File: config.mk
export PLATFORM = sky130hd
export DESIGN_NAME = hm01b0_block_reader_flat
export DESIGN_NICKNAME = d
export VERILOG_FILES = /design/src/rtl/hm01b0_block_reader_if.sv /design/src/rtl/hm01b0_block_reader.sv /design/src/flat_wrapper.sv
export SDC_FILE = /design/constraint.sdc
export NUM_CORES = 1
export LEC_CHECK = 0
export ABC_AREA = 1
export ABC_CLOCK_PERIOD_IN_PS = 3120
export CAP_MARGIN = 25
export CORE_MARGIN = 4
export CORE_UTILIZATION = 40
export DETAILED_ROUTE_END_ITERATION = 8
export MAX_ROUTING_LAYER = met4
export PLACE_DENSITY = 0.59
export SETUP_SLACK_MARGIN = 0.2
export SYNTH_ARGS = -nofsm -noshare
export SYNTH_HDL_FRONTEND = slang
export SYNTH_SLANG_ARGS = --single-unit
export TNS_END_PERCENT = 50
File: constraint.sdc
create_clock -name clock -period 3.12 [get_ports clock]
set_input_delay 0.468 -clock clock [delete_from_list [all_inputs] [get_ports clock]]
set_output_delay 0.468 -clock clock [all_outputs]
set_load 0.005 [all_outputs]
File: src/rtl/hm01b0_block_reader_if.sv
`default_nettype none
// ============================================================================
//  Module      : hm01b0_block_reader_if
//  Description : Signal bundle between the HM01B0 block reader, the strip
//                EBR banks and the downstream pixel consumer.
//                master : the block reader (issues EBR reads, sources pixels)
//                slave  : the environment (ingester bank flag, EBR read data,
//                         downstream ready)
//  Ports       : frontbuffer_select   bank currently being written
//                read_bank            EBR bank being read
//                read_block_select    EBR index within read_bank
//                read_addr            {row[2:0], blk[2:0], col[2:0]}
//                read_en              read strobe, data valid one cycle later
//                read_data            unsigned pixel from selected EBR
//                pix_out / pix_valid / pix_ready   level-shifted pixel stream
//                block_start          first pixel of each 8x8 block
//                strip_done           pulse after last pixel of a strip
//                overrun              sticky strip-overrun flag
//  Revision    : 1.0 - initial release
// ============================================================================
interface hm01b0_block_reader_if;
    logic       frontbuffer_select;
    logic       read_bank;
    logic [2:0] read_block_select;
    logic [8:0] read_addr;
    logic       read_en;
    logic [7:0] read_data;
    logic [7:0] pix_out;
    logic       pix_valid;
    logic       pix_ready;
    logic       block_start;
    logic       strip_done;
    logic       overrun;

    modport master (
        input  frontbuffer_select,
        input  read_data,
        input  pix_ready,
        output read_bank,
        output read_block_select,
        output read_addr,
        output read_en,
        output pix_out,
        output pix_valid,
        output block_start,
        output strip_done,
        output overrun
    );

    modport slave (
        output frontbuffer_select,
        output read_data,
        output pix_ready,
        input  read_bank,
        input  read_block_select,
        input  read_addr,
        input  read_en,
        input  pix_out,
        input  pix_valid,
        input  block_start,
        input  strip_done,
        input  overrun
    );
endinterface
`default_nettype wire

File: src/rtl/hm01b0_block_reader.sv
`default_nettype none
// ============================================================================
//  Module      : hm01b0_block_reader
//  Description : Reads a completed 8-row strip out of the EBR bank that the
//                ingester has just released, in 8x8 block order (row-major
//                inside each block), and streams the pixels level-shifted to
//                signed through a 2-entry output FIFO with valid/ready flow
//                control.
//  Ports       : clock   system clock
//                nreset  asynchronous active-low reset
//                bus     hm01b0_block_reader_if.master (read port + pixel
//                        stream + status, see interface header)
//  Revision    : 1.0 - initial release
// ============================================================================
module hm01b0_block_reader #(
    parameter int NUM_EBRS       = 5,
    parameter int BLOCKS_PER_EBR = 8
) (
    input  wire logic               clock,
    input  wire logic               nreset,
    hm01b0_block_reader_if.master   bus
);

    localparam logic [2:0] c_last_ebr = 3'(NUM_EBRS - 1);
    localparam logic [2:0] c_last_blk = 3'(BLOCKS_PER_EBR - 1);
    localparam logic [2:0] c_last_rc  = 3'd7;

    typedef enum logic [1:0] {
        ST_IDLE   = 2'd0,
        ST_STREAM = 2'd1,
        ST_DRAIN  = 2'd2
    } state_t;

    state_t     r_state;

    // Bank hand-over tracking
    logic       r_fb_prev;
    logic       r_fb_armed;
    logic       r_pending;
    logic       r_next_bank;
    logic       r_overrun;

    // Read address generator
    logic       r_read_bank;
    logic [2:0] r_ebr;
    logic [2:0] r_blk;
    logic [2:0] r_row;
    logic [2:0] r_col;

    // Read issued last cycle; its tags travel alongside the returning data
    logic       r_inflight;
    logic       r_inflight_first;
    logic       r_inflight_last;

    // 2-entry FIFO, entry 0 is the head and drives the pixel outputs
    logic [1:0] r_count;
    logic [7:0] r_e0_pix;
    logic       r_e0_bs;
    logic       r_e0_last;
    logic [7:0] r_e1_pix;
    logic       r_e1_bs;
    logic       r_e1_last;

    logic       r_strip_done;

    logic       w_toggle;
    logic       w_pop;
    logic       w_credit;
    logic       w_issue;
    logic       w_drained;
    logic       w_load;
    logic       w_first_pix;
    logic       w_last_read;
    logic [7:0] w_shifted;

    // The history register is only trusted from the first cycle after reset
    // release, so whatever level the input holds at release is never a toggle.
    assign w_toggle    = r_fb_armed && (bus.frontbuffer_select != r_fb_prev);

    assign w_pop       = (r_count != 2'd0) && bus.pix_ready;

    // A read occupies a FIFO slot from issue onwards; a same-cycle pop frees
    // one, which keeps one pixel per clock flowing through only two entries.
    assign w_credit    = (({1'b0, r_count} + {2'b00, r_inflight}) < 3'd2) || w_pop;
    assign w_issue     = (r_state == ST_STREAM) && w_credit;

    assign w_drained   = !r_inflight && (r_count == 2'd0);
    assign w_load      = r_pending &&
                         ((r_state == ST_IDLE) || ((r_state == ST_DRAIN) && w_drained));

    assign w_first_pix = (r_row == 3'd0) && (r_col == 3'd0);
    assign w_last_read = (r_ebr == c_last_ebr) && (r_blk == c_last_blk) &&
                         (r_row == c_last_rc)  && (r_col == c_last_rc);

    // Subtracting 128 from an unsigned byte is just an MSB flip
    assign w_shifted   = {~bus.read_data[7], bus.read_data[6:0]};

    assign bus.read_en           = w_issue;
    assign bus.read_bank         = r_read_bank;
    assign bus.read_block_select = r_ebr;
    assign bus.read_addr         = {r_row, r_blk, r_col};
    assign bus.pix_out           = r_e0_pix;
    assign bus.pix_valid         = (r_count != 2'd0);
    assign bus.block_start       = r_e0_bs && (r_count != 2'd0);
    assign bus.strip_done        = r_strip_done;
    assign bus.overrun           = r_overrun;

    always_ff @(posedge clock or negedge nreset) begin
        if (!nreset) begin
            r_state          <= ST_IDLE;
            r_fb_prev        <= 1'b0;
            r_fb_armed       <= 1'b0;
            r_pending        <= 1'b0;
            r_next_bank      <= 1'b0;
            r_overrun        <= 1'b0;
            r_read_bank      <= 1'b0;
            r_ebr            <= 3'd0;
            r_blk            <= 3'd0;
            r_row            <= 3'd0;
            r_col            <= 3'd0;
            r_inflight       <= 1'b0;
            r_inflight_first <= 1'b0;
            r_inflight_last  <= 1'b0;
            r_count          <= 2'd0;
            r_e0_pix         <= 8'd0;
            r_e0_bs          <= 1'b0;
            r_e0_last        <= 1'b0;
            r_e1_pix         <= 8'd0;
            r_e1_bs          <= 1'b0;
            r_e1_last        <= 1'b0;
            r_strip_done     <= 1'b0;
        end else begin
            r_fb_prev  <= bus.frontbuffer_select;
            r_fb_armed <= 1'b1;

            // A toggle arriving while another strip is still queued means one
            // strip will never be read. A toggle landing exactly as the queued
            // strip is being taken is a normal hand-over, not an overrun.
            if (w_toggle) begin
                r_pending   <= 1'b1;
                r_next_bank <= ~bus.frontbuffer_select;
                if (r_pending && !w_load) begin
                    r_overrun <= 1'b1;
                end
            end else if (w_load) begin
                r_pending <= 1'b0;
            end

            case (r_state)
                ST_IDLE: begin
                    if (w_load) begin
                        r_state <= ST_STREAM;
                    end
                end
                ST_STREAM: begin
                    if (w_issue && w_last_read) begin
                        r_state <= ST_DRAIN;
                    end
                end
                ST_DRAIN: begin
                    if (w_drained) begin
                        r_state <= r_pending ? ST_STREAM : ST_IDLE;
                    end
                end
                default: begin
                    r_state <= ST_IDLE;
                end
            endcase

            // Address walk: col, then row, then block within EBR, then EBR.
            // Counters stop on the final address so the bus holds its value.
            if (w_load) begin
                r_read_bank <= r_next_bank;
                r_ebr       <= 3'd0;
                r_blk       <= 3'd0;
                r_row       <= 3'd0;
                r_col       <= 3'd0;
            end else if (w_issue && !w_last_read) begin
                if (r_col != c_last_rc) begin
                    r_col <= r_col + 3'd1;
                end else begin
                    r_col <= 3'd0;
                    if (r_row != c_last_rc) begin
                        r_row <= r_row + 3'd1;
                    end else begin
                        r_row <= 3'd0;
                        if (r_blk != c_last_blk) begin
                            r_blk <= r_blk + 3'd1;
                        end else begin
                            r_blk <= 3'd0;
                            r_ebr <= r_ebr + 3'd1;
                        end
                    end
                end
            end

            r_inflight <= w_issue;
            if (w_issue) begin
                r_inflight_first <= w_first_pix;
                r_inflight_last  <= w_last_read;
            end

            // read_data belongs to the read issued last cycle (r_inflight)
            case ({w_pop, r_inflight})
                2'b01: begin
                    if (r_count == 2'd0) begin
                        r_e0_pix  <= w_shifted;
                        r_e0_bs   <= r_inflight_first;
                        r_e0_last <= r_inflight_last;
                    end else begin
                        r_e1_pix  <= w_shifted;
                        r_e1_bs   <= r_inflight_first;
                        r_e1_last <= r_inflight_last;
                    end
                    r_count <= r_count + 2'd1;
                end
                2'b10: begin
                    r_e0_pix  <= r_e1_pix;
                    r_e0_bs   <= r_e1_bs;
                    r_e0_last <= r_e1_last;
                    r_count   <= r_count - 2'd1;
                end
                2'b11: begin
                    if (r_count == 2'd1) begin
                        r_e0_pix  <= w_shifted;
                        r_e0_bs   <= r_inflight_first;
                        r_e0_last <= r_inflight_last;
                    end else begin
                        r_e0_pix  <= r_e1_pix;
                        r_e0_bs   <= r_e1_bs;
                        r_e0_last <= r_e1_last;
                        r_e1_pix  <= w_shifted;
                        r_e1_bs   <= r_inflight_first;
                        r_e1_last <= r_inflight_last;
                    end
                end
                default: begin
                end
            endcase

            r_strip_done <= w_pop && r_e0_last;
        end
    end

endmodule
`default_nettype wire

File: src/flat_wrapper.sv
// flat-port wrapper written by rule: the top's interface ports become plain ports
module hm01b0_block_reader_flat 
#(
    parameter int NUM_EBRS       = 5,
    parameter int BLOCKS_PER_EBR = 8
)
  (clock, nreset, bus_frontbuffer_select, bus_read_data, bus_pix_ready, bus_read_bank, bus_read_block_select, bus_read_addr, bus_read_en, bus_pix_out, bus_pix_valid, bus_block_start, bus_strip_done, bus_overrun);
  hm01b0_block_reader_if bus_i ();
  input  wire logic clock;
  input  wire logic nreset;
  input wire logic [$bits(bus_i.frontbuffer_select)-1:0] bus_frontbuffer_select;
  input wire logic [$bits(bus_i.read_data)-1:0] bus_read_data;
  input wire logic [$bits(bus_i.pix_ready)-1:0] bus_pix_ready;
  output wire logic [$bits(bus_i.read_bank)-1:0] bus_read_bank;
  output wire logic [$bits(bus_i.read_block_select)-1:0] bus_read_block_select;
  output wire logic [$bits(bus_i.read_addr)-1:0] bus_read_addr;
  output wire logic [$bits(bus_i.read_en)-1:0] bus_read_en;
  output wire logic [$bits(bus_i.pix_out)-1:0] bus_pix_out;
  output wire logic [$bits(bus_i.pix_valid)-1:0] bus_pix_valid;
  output wire logic [$bits(bus_i.block_start)-1:0] bus_block_start;
  output wire logic [$bits(bus_i.strip_done)-1:0] bus_strip_done;
  output wire logic [$bits(bus_i.overrun)-1:0] bus_overrun;
  assign bus_i.frontbuffer_select = bus_frontbuffer_select;
  assign bus_i.read_data = bus_read_data;
  assign bus_i.pix_ready = bus_pix_ready;
  assign bus_read_bank = bus_i.read_bank;
  assign bus_read_block_select = bus_i.read_block_select;
  assign bus_read_addr = bus_i.read_addr;
  assign bus_read_en = bus_i.read_en;
  assign bus_pix_out = bus_i.pix_out;
  assign bus_pix_valid = bus_i.pix_valid;
  assign bus_block_start = bus_i.block_start;
  assign bus_strip_done = bus_i.strip_done;
  assign bus_overrun = bus_i.overrun;
  hm01b0_block_reader #(.NUM_EBRS(NUM_EBRS), .BLOCKS_PER_EBR(BLOCKS_PER_EBR)) u_core (.clock(clock), .nreset(nreset), .bus(bus_i));
endmodule
; After elaboration in Yosys (flattened, before gate mapping)
; Cells that the tools add are included.
[totals]
register_bits = 46
latchBits = 0
ram_bits = 0
romBits = 0
inputBits = 12
word_cells = 135
n_memories = 0
[classes]
addsub = 7
n_mul = 0
n_div = 0
magnitude_cmp = 1
n_eq_ne = 23
shifts = 0
n_mux = 43
bitwise_logic = 2
n_reduce_logical = 37
[op_table]
columns = cell, n
row1 = 2-to-1 mux 3 bit, 17
row2 = 2-to-1 mux 8 bit, 4
row3 = one-hot mux 8 bit (3 select lines), 1
row4 = one-hot mux 8 bit (2 select lines), 1
row5 = logical AND 1 bit, 15
row6 = "adder 3 x 1 -> 3 bit, second input constant", 4
row7 = "equality test 3 bit, second input constant", 4
row8 = "inequality test 2 x 1 -> 1 bit, second input constant", 6
row9 = 2-to-1 mux 1 bit, 11
row10 = nonzero test 2 bit, 5
row11 = "inequality test 3 bit, second input constant", 3
row12 = AND reduction 3 bit, 3
row13 = "equality test 2 x 1 -> 1 bit, second input constant", 3
row14 = "equality test 2 bit, second input constant", 3
row15 = logical NOT 3 bit, 2
row16 = 2-to-1 mux 2 bit, 3
row17 = "inequality test 2 bit, second input constant", 3
row18 = one-hot mux 1 bit (3 select lines), 2
row19 = one-hot mux 2 bit (3 select lines), 1
row20 = AND reduction 2 bit, 3
row21 = logical NOT 2 bit, 2
row22 = one-hot mux 1 bit (2 select lines), 2
row23 = one-hot mux 2 bit (2 select lines), 1
row24 = AND reduction 4 bit, 1
row25 = 9 further kinds, 13

; Longest topological paths before layout
; Gate-level depths: netlist of the first run.
[logic_depth]
depth_word = 8
mapped_depth = 13
ltp_nobuf = 12

; Least setup slack after synthesis of the first run
; No wires, ideal clock.
[synth_path]
path_kind = register -> register
from = register u_core.r_count[0]
to = register u_core.r_e0_pix[1], in the netlist u_core.bus.pix_out[1]
setup_ps = 82
t_arrival_ps = 1649
required_ps = 3038
slack_ps = 1389
stages_incl_launch_ff = 11
synth_period_minus_slack_ps = 1731
cell_sequence = dfrtp_1 > inv_1 > ha_1 > inv_2 > nand2_4 > inv_1 > ha_1 > nor2_1 > a21oi_2 > or2_2 > a31oi_1
[synth_between]
elab_chain_cells = 5
elab_cells_between_ends = 12
cone_classes = eq/ne (5) / mux (2) / reduce/logical (5)
[synth_lines]
columns = item, line_no
row1 = start: declaration, hm01b0_block_reader.sv:56  ; logic [1:0] r_count;
row2 = start signal: assignment, hm01b0_block_reader.sv:215  ; r_count <= r_count + 2'd1;
row3 = start signal: assignment, hm01b0_block_reader.sv:221  ; r_count <= r_count - 2'd1;
row4 = nonzero test 2 bit *, -
row5 = net bus_pix_valid, flat_wrapper.sv:19  ; output wire logic [$bits(bus_i.pix_valid)-1:0] bus_pix_valid;
row6 = logical AND 1 bit *, hm01b0_block_reader.sv:80  ; assign w_pop = (r_count != 2'd0) && bus.pix_ready;
row7 = equality test 2 x 1 -> 1 bit or equality test 2 bit (tied branches), hm01b0_block_reader.sv:204  ; case ({w_pop, r_inflight})
row8 = inequality test 2 x 1 -> 1 bit (no line) or nonzero test 3 bit (tied branches), -
row9 = AND reduction 2 bit (no line), -
row10 = end signal: assignment, hm01b0_block_reader.sv:207  ; r_e0_pix <= w_shifted;
row11 = end signal: assignment, hm01b0_block_reader.sv:218  ; r_e0_pix <= r_e1_pix;
row12 = end signal: assignment, hm01b0_block_reader.sv:225  ; r_e0_pix <= w_shifted;
row13 = end: declaration, hm01b0_block_reader.sv:57  ; logic [7:0] r_e0_pix;
; The timed path passes the listed nets; every way through them passes the cells marked *.
; A chain may end at the register's enable or synchronous reset.

; Final worst setup path of the first run
[layout_path]
from = register u_core.r_count[0]
to = output bus_read_en
[layout_between]
elab_chain_cells = 4
elab_cells_between_ends = 6
cone_classes = add/sub (1) / order compare (1) / reduce/logical (4)
[layout_lines]
columns = item, line_no
row1 = adder 2 x 1 -> 3 bit or nonzero test 2 bit (tied branches), "hm01b0_block_reader.sv:84, hm01b0_block_reader.sv:80"
row2 = < comparator 3 x 2 -> 1 bit or logical AND 1 bit (tied branches), "hm01b0_block_reader.sv:84, hm01b0_block_reader.sv:80"
row3 = logical OR 1 bit *, hm01b0_block_reader.sv:84  ; assign w_credit = (({1'b0, r_count} + {2'b00, r_inflight}) < 3'd2) || w_pop;
row4 = logical AND 1 bit *, hm01b0_block_reader.sv:85  ; assign w_issue = (r_state == ST_STREAM) && w_credit;
row5 = end: declaration, flat_wrapper.sv:17  ; output wire logic [$bits(bus_i.read_en)-1:0] bus_read_en;
; Mark *: on every way between the ends. The rest lies on a longest branch, timed or not.

==> run metrics, run 1 <==
status finished clean; worst slew pin tran 0.560 ns; Slew headroom 62.7%; first-pass GRT wire length 7.98 mm; Hold Crit Class in -> async; worst path arrival time 1.96 ns; Crit Path Max Fanout 6; minimum clock period 2.43 ns; Max Cap Viol 0; met3 Use GR 3.46%; share of cells above drive strength 1 13.1%; GRT met1 Usage 18.0%; DP HPWL 3.25 mm; Inserted Diodes 0; FMAX 412 MHz; most common cell after layout, fill and taps aside dfrtp_1; antenna violations before repair 0; Clock Latency Late Sink 0.30 ns; Clock Skews 0.00836 ns; grt ovf 0; die height 84.0 um; Leak 1.41 nW; Largest stage delay, worst path 0.51 ns; number of vias per cell 4.66; Yosys Warn Count 0; port bufs 37; slowest CP cell clkdlybuf4s50_1; CP Launch Type flop; asr flop ratio synth 100%; Starting Density 41.7%; CTS clock-pin slew for the worst setup and hold paths 0.09 ns; PD cells 939 mW/mm^2; post-DR wirelength/cell 11.6 um; Die Area 0.00706 mm^2; Synthesized Nets 282; worst path required time 2.65 ns; FILL cells 532; CTS Sinks 46; number of detailed-route iterations in the first pass 4; most frequent cells in the layout dfrtp_1, nand2_1, clkdlybuf4s50_1; layer with the highest usage met2; largest net degree at the start of global routing 25; Syn Area/Cell 9.07 um^2; setup TNS 0 ns; Crit. End Element output port; num rows 27; Main synth FF type dfrtp_1; Max clock buf depth 2; #FFs+latches synth 46; met2 Use GR 21.4%; Post-Synthesis Cell Area 0.00231 mm^2; Die Wd 84.0 um; Num CTS Buffers 5; Cells after Synth 255; Peak VDD IR 0.323 mV; CTS tree built; Routed Antenna Nets 0; final hold violations 0; DRC 0; Nets 323; vias 1718; Layout area overhead 26.0%; routability congestion estimate 0.796; post-CTS repair timing setup buffer count 0; vias in the first global route 1805; kind of critical path reg -> out; Detailed Route Iter0 Violations 70; Tcrit/Tclk final 77.7%; Core Region 0.00554 mm^2; register area share after synthesis 49.8%; Post-CTS Hold Fix Bufs 0; setup violators final 0; unrepaired setup endpoints after global routing no; num ports 38; worst slack, placed 0.801 ns; cell breakdown of the critical path inv_1, ha_1, inv_2, nand2_4, nand2_2, nand2_1, inv_2, clkdlybuf4s50_1; gr usage total 14.1%; clk root buf clkbuf_8; Final Slew Violations 0; WL final 4.30 mm; final worst setup slack 0.695 ns; Post-synth EDFFs 0; post-CTS sizing 0; htree depth 2; Most common cell on crit path inv_2; Netlist cell types 30
[kinds of logic (layout without fill, tap and decap cells)]
| group | after synthesis | count (layout) | share of synthesized area (%) |
|---|---|---|---|
| AO/OA/AOI/OAI | 53 | 53 | 13.1 |
| XOR/XNOR | 3 | 3 | 1.14 |
| adder cells (fa/ha/maj) | 15 | 15 | 8.12 |
| buffers and inverters | 46 | 88 | 8.12 |
| flip-flops | 46 | 46 | 49.8 |
| multiplexers | 1 | 1 | 0.487 |
| other | 1 | 1 | 0.162 |
| AND/OR/NAND/NOR | 90 | 90 | 19.1 |
[layer usage]
metal	wire length, um	vias up
met2	1950	35
met3	219	6
met1	2070	778
met5	0	-
met4	58	0
li1	-	899
[power breakdown]
part	switching (mW)	leakage (nW)	internal (mW)	total (mW)
combinational	0.667	0.779	0.595	1.26
clock	0.203	0.0683	0.321	0.524
sequential	0.139	0.566	0.813	0.951
[worst max-delay path: cells and delay by family, from the launching register on]
| family | cells | cell delay, ns |
|---|---|---|
| adders and majority gates | 1 | 0.23 |
| buffers and inverters | 4 | 0.77 |
| DFF | 1 | 0.42 |
| and+or+nand+nor | 3 | 0.23 |
[registers in the layout (all words and copies together) (netlist names), 2 cells and up]
register / count
u_core.r_e1_pix: 8
u_core.r_col: 3
u_core.bus.pix_out: 8
u_core.r_row: 3
u_core.r_count: 2
u_core.r_state: 2
u_core.r_blk: 3
u_core.bus.read_block_select: 3
[cell type report]
type                            count  area (um^2)  area share [%]
Sequential cell                    46         1150            39.5
Clock buffer                        5         68.8            2.36
Tap cell                           72         90.1            3.09
Clock inverter                      3         68.8            2.36
Multi-Input combinational cell    163          973            33.4
Timing Repair Buffer               41          415            14.3
Inverter                           39          146            5.02
[through the flow]
stage / power, mW / instance area [um^2] / hold slack, ns / instances / util (%)
2_1_floorplan: 1.77 / 2310 / 0.172 / 255 / -
3_3_place_gp: 2.23 / 2750 / 0.460 / 360 / 49.6
3_5_place_dp: 2.25 / 2780 / 0.459 / 361 / 50.1
4_1_cts: 2.79 / 2910 / 0.165 / 369 / 52.6
5_1_grt: 3.01 / 2910 / 0.200 / 369 / 52.6
6_report: 2.74 / 2910 / 0.153 / 369 / 52.6
[final timing paths]
kind,start,end,slack (ns),cells after the start
hold reg to reg,u_core.bus.overrun,u_core.bus.overrun,0.47,1
setup / recovery,u_core.r_count[0],bus_read_en,0.69,8
min in group clock,u_core.bus.overrun,u_core.bus.overrun,0.47,1
max in group asynchronous,nreset,u_core.r_e1_last,2.46,2
setup reg to reg,u_core.r_count[0],u_core.bus.pix_out[6],0.98,10
hold / removal,nreset,u_core.r_row[0],0.15,1
[synth_stat cells (5+ instances only)]
library cell,instances,area (um^2)
dfrtp_1,46,1150
nand2_1,45,169
inv_1,34,128
a31oi_1,8,50.1
nand3_1,6,30.0
o21ai_0,15,75.1
ha_1,15,188
nor2_1,16,60.1
inv_2,5,18.8
o21ai_1,20,100
buf_2,6,30.0
(Power assumes the default switching activity.)
==> run 2, diff against run 1 <==
- ABC_CLOCK_PERIOD_IN_PS: 3120 -> 2000
- PLACE_DENSITY: 0.59 -> 0.61
- clock period: 3.12 -> 2 ns (I/O delays scaled with it)
==> run 2 against run 1 <==
Compared with the run above:
- critical path depth grew 2
- sequential power is 57% higher
- combinational power up 86%
- worst setup slack worse by 0.44 ns
- count of clock-buffer cells in the layout rose by 1
- clock skew decreased by 0.0049 ns
- non-clock buffer count up 11
- design area up 4.6%
- die area unchanged
- clock power grew 31%
- critical path type is now reg -> reg
- highest routed layer unchanged
==> run metrics, run 2 (synthesis gave the netlist of run 1 again) <==
setup TNS 0 ns; number of detailed-route iterations in the first pass 4; cell internal pwr 2.78 mW; unrepaired setup endpoints after global routing yes; DP HPWL 3.23 mm; routability congestion estimate 0.810; htree depth 2; worst path required time 2.23 ns; largest net degree at the start of global routing 25; num rows 27; Peak VDD IR 0.573 mV; Clock power frac 15.2%; num ports 38; Combinational Power Share 51.7%; most common cell after layout, fill and taps aside dfrtp_1; Net Sw Frac 38.5%; final hold violations 0; layer with the highest usage met2; Placed Instance Area 0.00281 mm^2; DRC 0; Max Cap Viol 0; Routed Antenna Nets 0; Tcrit/Tclk final 87.3%; minimum clock period 1.75 ns; Core Region 0.00554 mm^2; Inserted Diodes 0; Num CTS Buffers 5; fin cells 380; met3 Use GR 3.06%; CTS Sinks 46; Flop pwr share 33.1%; share of cells above drive strength 1 19.5%; Clock Latency Late Sink 0.30 ns; Slew headroom 63.4%; hold depth 1; met2 Use GR 22.7%; post-DR wirelength/cell 12.2 um; Starting Density 41.7%; vias in the first global route 1753; antenna violations before repair 0; Post-Place Cells 367; Leak 1.47 nW; Max clock buf depth 2; Detailed Route Iter0 Violations 62; die height 84.0 um; port bufs 37; kind of critical path reg -> reg; CTS clock-pin slew for the worst setup and hold paths 0.09 ns; first-pass GRT wire length 7.88 mm; WL final 4.63 mm; gr usage total 14.1%; PD cells 1480 mW/mm^2; Design Area, Final 0.00305 mm^2; Crit. End Element flop; Die Wd 84.0 um; Clock Skews 0.00346 ns; worst slew pin tran 0.550 ns; Hold Crit Class in -> reg; most frequent cells in the layout dfrtp_1, nand2_1, clkdlybuf4s50_1; GRT met1 Usage 17.6%; Layout area overhead 31.9%; clk root buf clkbuf_8; setup violators final 0; CTS tree built; Pwr Total 4.52 mW; FMAX 573 MHz; Die Area 0.00706 mm^2; grt ovf 0; Nets 334; vias 1777; R2R cell count 10; Crit Path Max Fanout 10; Final Slew Violations 0; worst path arrival time 1.97 ns; status finished clean; number of vias per cell 4.68; CP Launch Type flop; Switching Power 1.74 mW
## run 2: per-stage QoR
step,setup WS (ns),util [%],hold slack [ns]
6_report,0.255,55.0,0.467
5_1_grt,0.151,55.0,0.464
4_1_cts,0.172,53.9,0.461
3_5_place_dp,0.00976,50.8,0.319
3_3_place_gp,0.0537,50.8,0.323
2_1_floorplan,0.269,-,0.00441
## run 2: cell type report
type,count,area (um^2)
clock buffer,6,72.6
clock inverter,2,37.5
fill,506,2490
sequential,46,1150
inverter,39,146
multi-input combinational,163,1050
tap,72,90.1
timing repair buffer,52,498
## run 2: metal layers
layer / vias to the layer above / wire (um)
met2: 35 / 2180
li1: 923 / -
met3: 7 / 176
met1: 812 / 2200
met5: - / 0
met4: 0 / 65
## run 2: repair_timing
item	in CTS	in global routing
gates resized for setup	13	13
hold endpoints to repair	22	0
endpoints found under the setup margin	23	27
pin swaps	2	2
hold buffers	1	0
buffers inserted	1	2
gates cloned	1	0
## run 2: worst paths after layout
path,from,slack (ns),end
setup / recovery,u_core.r_count[0],0.25,u_core.bus.pix_out[3]
hold / removal,bus_frontbuffer_select,0.47,u_core.r_fb_prev
setup reg to reg,u_core.r_count[0],0.25,u_core.bus.pix_out[3]
hold reg to reg,u_core.bus.overrun,0.47,u_core.bus.overrun
max in group asynchronous,nreset,0.97,u_core.r_blk[0]
min in group asynchronous,nreset,0.52,u_core.r_count[0]
## run 2: worst max-delay path, stage by stage (launching register included)
cell and delay [ns]:
dfrtp_1 0.41, inv_2 0.08, ha_4 0.15, inv_2 0.05
nand2_4 0.09, inv_2 0.06, ha_4 0.19, nor2_4 0.14
a21oi_4 0.08, or2_2 0.30, a31oi_2 0.15
## run 2: power groups by stage
stage | clock [mW] | combinational [mW] | sequential (mW)
after floorplan | 0 | 1.27 | 1.48
final | 0.686 | 2.34 | 1.49
after global placement | 0 | 2.06 | 1.50
after global routing | 0.738 | 2.63 | 1.54
after CTS | 0.707 | 2.21 | 1.49
after detailed placement | 0 | 2.09 | 1.50
